==> src/rtl/niosii_system_sysid_regs_pkg.sv <==
// Shared constants, CTRL command payload and helpers for the system-ID register block.
package niosii_system_sysid_regs_pkg;

    localparam int unsigned DATA_W = 32;
    localparam int unsigned ADDR_W = 4;
    localparam int unsigned BE_W   = DATA_W / 8;

    localparam logic [ADDR_W-1:0] ADDR_ID           = 4'd0;
    localparam logic [ADDR_W-1:0] ADDR_TIMESTAMP    = 4'd1;
    localparam logic [ADDR_W-1:0] ADDR_UPTIME_LO    = 4'd2;
    localparam logic [ADDR_W-1:0] ADDR_UPTIME_HI    = 4'd3;
    localparam logic [ADDR_W-1:0] ADDR_CTRL         = 4'd4;
    localparam logic [ADDR_W-1:0] ADDR_SCRATCH_BASE = 4'd8;

    localparam int unsigned CTRL_EN_BIT  = 0;
    localparam int unsigned CTRL_CLR_BIT = 1;
    localparam int unsigned CTRL_OVF_BIT = 2;

    localparam int unsigned NUM_SCRATCH_MIN = 1;
    localparam int unsigned NUM_SCRATCH_MAX = 8;
    localparam int unsigned UPTIME_W_MIN    = 33;
    localparam int unsigned UPTIME_W_MAX    = 64;

    // Decoded CTRL write, already qualified by address and lane 0.
    typedef struct packed {
        logic we;
        logic en;
        logic clr;
        logic ovf_clr;
    } ctrl_cmd_t;

    function automatic logic [ADDR_W-1:0] scratch_addr(input int unsigned idx);
        return ADDR_SCRATCH_BASE + ADDR_W'(idx);
    endfunction

    function automatic logic [DATA_W-1:0] byte_merge(
        input logic [DATA_W-1:0] old_word,
        input logic [DATA_W-1:0] new_word,
        input logic [BE_W-1:0]   be
    );
        logic [DATA_W-1:0] res;
        res = old_word;
        for (int unsigned b = 0; b < BE_W; b++) begin
            if (be[b]) begin
                res[b*8 +: 8] = new_word[b*8 +: 8];
            end
        end
        return res;
    endfunction

endpackage

==> src/rtl/niosii_system_sysid_uptime.sv <==
// Free-running uptime counter with enable, synchronous clear and sticky overflow flag.
module niosii_system_sysid_uptime
    import niosii_system_sysid_regs_pkg::*;
#(
    parameter int unsigned UPTIME_W = 48
) (
    input  logic                clock,
    input  logic                reset_n,
    input  ctrl_cmd_t           ctrl_cmd,
    output logic [UPTIME_W-1:0] count,
    output logic                en,
    output logic                ovf
);

    logic [UPTIME_W-1:0] count_nxt_c;
    logic                en_nxt_c;
    logic                ovf_nxt_c;
    logic                wrap_c;

    // Clear beats increment; a wrap masked by clear never flags overflow; set beats W1C.
    always_comb begin
        count_nxt_c = count;
        en_nxt_c    = en;
        ovf_nxt_c   = ovf;
        wrap_c      = 1'b0;
        if (en) begin
            count_nxt_c = count + UPTIME_W'(1);
            wrap_c      = (count == '1);
        end
        if (ctrl_cmd.clr) begin
            count_nxt_c = '0;
        end
        if (ctrl_cmd.we) begin
            en_nxt_c = ctrl_cmd.en;
        end
        if (ctrl_cmd.ovf_clr) begin
            ovf_nxt_c = 1'b0;
        end
        if (wrap_c && !ctrl_cmd.clr) begin
            ovf_nxt_c = 1'b1;
        end
    end

    always_ff @(posedge clock) begin
        if (!reset_n) begin
            count <= '0;
            en    <= 1'b1;
            ovf   <= 1'b0;
        end else begin
            count <= count_nxt_c;
            en    <= en_nxt_c;
            ovf   <= ovf_nxt_c;
        end
    end

endmodule

==> src/rtl/niosii_system_sysid_regs.sv <==
// Avalon-MM system-ID slave: ID/timestamp words, latched uptime counter, CTRL and scratch.
module niosii_system_sysid_regs
    import niosii_system_sysid_regs_pkg::*;
#(
    parameter logic [31:0] ID_VALUE      = 32'h0000_0000,
    parameter logic [31:0] TIMESTAMP     = 32'h0000_0000,
    parameter int unsigned NUM_SCRATCH   = 2,
    parameter logic [31:0] SCRATCH_RESET = 32'h0000_0000,
    parameter int unsigned UPTIME_W      = 48
) (
    input  logic              clock,
    input  logic              reset_n,
    input  logic [ADDR_W-1:0] address,
    input  logic              read,
    input  logic              write,
    input  logic [DATA_W-1:0] writedata,
    input  logic [BE_W-1:0]   byteenable,
    output logic [DATA_W-1:0] readdata,
    output logic              readdatavalid
);

    if (NUM_SCRATCH < NUM_SCRATCH_MIN || NUM_SCRATCH > NUM_SCRATCH_MAX) begin : g_bad_num_scratch
        $error("NUM_SCRATCH out of legal range");
    end
    if (UPTIME_W < UPTIME_W_MIN || UPTIME_W > UPTIME_W_MAX) begin : g_bad_uptime_w
        $error("UPTIME_W out of legal range");
    end

    ctrl_cmd_t           ctrl_cmd;
    logic [UPTIME_W-1:0] count;
    logic                en;
    logic                ovf;
    logic [DATA_W-1:0]   shadow;
    logic [DATA_W-1:0]   scratch [NUM_SCRATCH];
    logic [DATA_W-1:0]   rd_data_c;
    logic                read_fire;

    // A write always wins over a coincident read.
    assign read_fire = read && !write;

    always_comb begin
        ctrl_cmd         = '0;
        ctrl_cmd.we      = write && (address == ADDR_CTRL) && byteenable[0];
        ctrl_cmd.en      = writedata[CTRL_EN_BIT];
        ctrl_cmd.clr     = ctrl_cmd.we && writedata[CTRL_CLR_BIT];
        ctrl_cmd.ovf_clr = ctrl_cmd.we && writedata[CTRL_OVF_BIT];
    end

    niosii_system_sysid_uptime #(
        .UPTIME_W (UPTIME_W)
    ) u_uptime (
        .clock    (clock),
        .reset_n  (reset_n),
        .ctrl_cmd (ctrl_cmd),
        .count    (count),
        .en       (en),
        .ovf      (ovf)
    );

    always_comb begin
        rd_data_c = '0;
        case (address)
            ADDR_ID:        rd_data_c = ID_VALUE;
            ADDR_TIMESTAMP: rd_data_c = TIMESTAMP;
            ADDR_UPTIME_LO: rd_data_c = count[31:0];
            ADDR_UPTIME_HI: rd_data_c = shadow;
            ADDR_CTRL: begin
                rd_data_c[CTRL_EN_BIT]  = en;
                rd_data_c[CTRL_OVF_BIT] = ovf;
            end
            default: begin
                for (int unsigned i = 0; i < NUM_SCRATCH; i++) begin
                    if (address == scratch_addr(i)) begin
                        rd_data_c = scratch[i];
                    end
                end
            end
        endcase
    end

    // Scratch words honour byte lanes; unmapped scratch addresses fall through untouched.
    always_ff @(posedge clock) begin
        for (int unsigned i = 0; i < NUM_SCRATCH; i++) begin
            if (!reset_n) begin
                scratch[i] <= SCRATCH_RESET;
            end else if (write && (address == scratch_addr(i))) begin
                scratch[i] <= byte_merge(scratch[i], writedata, byteenable);
            end
        end
    end

    // Reading UPTIME_LO snapshots the upper counter bits so HI pairs with that LO.
    always_ff @(posedge clock) begin
        if (!reset_n) begin
            readdata      <= '0;
            readdatavalid <= 1'b0;
            shadow        <= '0;
        end else begin
            readdatavalid <= read_fire;
            if (read_fire) begin
                readdata <= rd_data_c;
                if (address == ADDR_UPTIME_LO) begin
                    shadow <= 32'(count[UPTIME_W-1:32]);
                end
            end
        end
    end

endmodule

==> config.mk <==
export PLATFORM = sky130hd
export DESIGN_NAME = niosii_system_sysid_regs
export DESIGN_NICKNAME = d
export VERILOG_FILES = /design/src/rtl/niosii_system_sysid_regs_pkg.sv /design/src/rtl/niosii_system_sysid_uptime.sv /design/src/rtl/niosii_system_sysid_regs.sv
export SDC_FILE = /design/constraint.sdc
export NUM_CORES = 1
export LEC_CHECK = 0
export BUFFER_PORTS_ARGS = -buffer_cell sky130_fd_sc_hd__buf_2
export CAP_MARGIN = 20
export CORE_MARGIN = 10
export CORE_UTILIZATION = 45
export CTS_BUF_LIST = sky130_fd_sc_hd__clkbuf_8
export CTS_CLUSTER_SIZE = 16
export DETAILED_ROUTE_END_ITERATION = 12
export PLACE_DENSITY = 0.74
export SYNTH_ARGS = -nofsm -noshare
export SYNTH_HDL_FRONTEND = slang
export SYNTH_SLANG_ARGS = --single-unit
==> constraint.sdc <==
create_clock -name clock -period 3.3 [get_ports clock]
set_input_delay 0.66 -clock clock [delete_from_list [all_inputs] [get_ports clock]]
set_output_delay 0.66 -clock clock [all_outputs]
set_load 0.02 [all_outputs]
==> metrics.txt <==
Levels on crit path=5; R2R depth=5; fraction of registers with async set/reset=0; Crit path max-delay family=simple AND/OR/NAND/NOR gates; Worst-Skew Late Latency=450 ps; Final min period=2230 ps; worst clock skew=~13 ps; placed insts=roughly 940; Synth warnings=0; most common cell in the netlist=dfxtp_1; critical path cell sequence=nand4_1, nor4_2, nand4_2, or3_1, a21oi_1; Syn Nets=roughly 730; Pwr per Cell Area=467 mW/mm^2; routability cong.=0.838; CTS buffer count=17; largest net degree at the start of global routing=48; DR iter-0 viols=between 400 and 500; post-synth top area share=0.275; initial antenna violation count=0; CP max-delay cell=nor4_2; Lkg Pwr=0.00314 uW; DRC=0; post-route ant nets=0; ant diodes=0; minimum hold slack=466 ps; endpoints failing setup=0; first-pass GRT wire length=27100 um; Starting Density=0.456; htree depth=4; area grow syn2layout=13.3%; Top Ports=77; deepest clock path buffer count=2; CTS tree=done; Mean Syn Cell Area=10.6 sq um; crit start category=flip-flop; max-cap violations=0; Least-Margin Pin Slew=approximately 790 ps; setup repair bufs after CTS=0; die outline area=0.0215 sq mm; port bufs=76; Rows=between 40 and 50; CP Capture Type=flip-flop; Total Routing Usage GR=0.155; Max Fclk=about 0.45 GHz; drt pass-1 iters=6; CTS resizes=0; status=finished clean; vias per cell=5.48; unrepaired setup endpoints after global routing=false; wire length per cell=17.2 um; max-slew violation count=0; M1 WL=7710 um; number of global-route vias before repair=5184; Worst R2R Setup Slack=1070 ps; Synth area leader=dfxtp_1; Post-synth top flop=dfxtp_1; Clock Sinks=between 150 and 200; layout cell share with drive strength beyond 1=0.169; final setup margin=1070 ps; critical path required time=3670 ps; Post-synth top cells=dfxtp_1, and2_1, nand2_1; Critical path buffers and inverters=0; Core Region=0.0158 sq mm; Die Width=147 um; Clock transition at path regs=80 ps; Post-synth EDFFs=64; min-delay worst type=input pin to flip-flop; GRT overflow=0; nets=slightly below 800; crit path kind=flip-flop to flip-flop; total length of routed met2 wires=7960 um; Final HPWL DP=12100 um; Setup WS pre-CTS=817 ps; synthesis-stage register bit count=163; top cells by area, synth=dfxtp_1, edfxtp_1, and2_1, mux2i_1, nand2_1; cells after synthesis=682; Worst VDD drop=0.000277 V; Seq/Total Area, Yosys=0.541; fin crit share=0.676; Vias=5333; Hold Crit Depth=3; Post-Route WL=16800 um; clock root cell=clkbuf_8; Slew headroom=0.472; synthesized area=0.00722 sq mm; non-filler instance count after layout=between 900 and 1k; CP Max Fanout=9; # fillers=1427; critical path's largest stage delay=roughly 540 ps; overall die height=147 um; Final Hold Fails=0; cts hold-fix bufs=0; max layer used=met4; Setup TNS=0 ps; worst path arrival time=2600 ps; library cells used by synthesis=38; met3 wire len=798 um
cell families (layout without fill, tap and decap cells):
logic type,count (synthesis),count (layout),share of synthesized area
AOI/OAI and AO/OA,108,108,0.121
xor gates and xnor gates,38,38,0.0461
adders and majority gates,1,1,0.00173
buffers and inverters,50,126,0.0267
DFF,163,163,0.541
muxes,30,30,0.0416
and+or+nand+nor,292,292,0.222
where the power goes:
| part | leakage [uW] | switching (uW) | total [uW] | internal (uW) |
|---|---|---|---|---|
| combinational | 0.00153 | 140 | 224 | 83.7 |
| clock | 0.000196 | 732 | 1420 | 688 |
| sequential | 0.00141 | 24.2 | 2170 | 2150 |
registers in the layout, summed over array words and instances (netlist names):
signal and flops:
readdatavalid 1, u_uptime.count 48, shadow 16, u_uptime.en 1
readdata 32, u_uptime.ovf 1, scratch 64
area by class of cell:
| cell class | instances | area, sq um | area share |
|---|---|---|---|
| repair buffers | 88 | 470 | 0.0576 |
| well taps | 216 | 270 | 0.0331 |
| multi-input cells | 469 | 3120 | 0.382 |
| clock inverters | 14 | 136 | 0.0167 |
| clock buffers | 18 | 248 | 0.0303 |
| flip-flops and latches | 163 | 3900 | 0.478 |
| inverters | 6 | 22.5 | 0.00276 |
layout by cell type, fill, tap and decap left out, drive strengths merged, types with 5 or more instances in the layout:
| cell type | Yosys | final |
|---|---|---|
| edfxtp | 64 | 64 |
| nand4 | 28 | 28 |
| a21oi | 12 | 12 |
| dfxtp | 99 | 99 |
| nand3 | 19 | 19 |
| nor2 | 47 | 47 |
| inv | 6 | 12 |
| xor2 | 20 | 20 |
| o21ai | 13 | 13 |
| nor3 | 12 | 12 |
| clkbuf | 38 | 18 |
| xnor2 | 18 | 18 |
| a21boi | 17 | 17 |
| or3 | 10 | 10 |
| a22o | 20 | 20 |
| and4 | 5 | 5 |
| nor4 | 8 | 8 |
| o211a | 14 | 14 |
| mux2i | 30 | 30 |
| nand2 | 67 | 67 |
| and2 | 68 | 68 |
| buf | 6 | 88 |
| nor2b | 19 | 19 |
| o221ai | 14 | 14 |
| a222oi | 18 | 18 |
worst reg2reg max path, stage by stage (launching register included):
cell     delay [ps]
dfxtp_1         480
nand4_1         240
nor4_2          540
nand4_2         330
or3_1           420
a21oi_1         140
metrics by stage:
step	utilization	total power [uW]	area, sq um
after floorplan	-	2350	7220
after CTS	0.516	3850	8170
final	0.516	3820	8170
after detailed placement	0.492	2440	7790
after global placement	0.492	2440	7790
after global routing	0.516	3960	8170
metal layers:
| metal | vias to the layer above | global-route usage |
|---|---|---|
| met5 | - | 0 |
| met4 | 0 | 0.0631 |
| met3 | 22 | 0.0290 |
| met2 | 138 | 0.243 |
| met1 | 2568 | 0.207 |
| li1 | 2605 | - |
final timing paths:
check | from | to
max reg2reg | u_uptime.count[24]$_SDFFE_PP0P_ | u_uptime.count[41]$_SDFFE_PP0P_
min | writedata[0] | u_uptime.en$_SDFFE_PN1N_
min reg2reg | shadow[8]$_SDFFE_PN0P_ | shadow[8]$_SDFFE_PN0P_
max | u_uptime.count[24]$_SDFFE_PP0P_ | u_uptime.count[41]$_SDFFE_PP0P_
No activity file was read; power rests on OpenSTA's default activity.
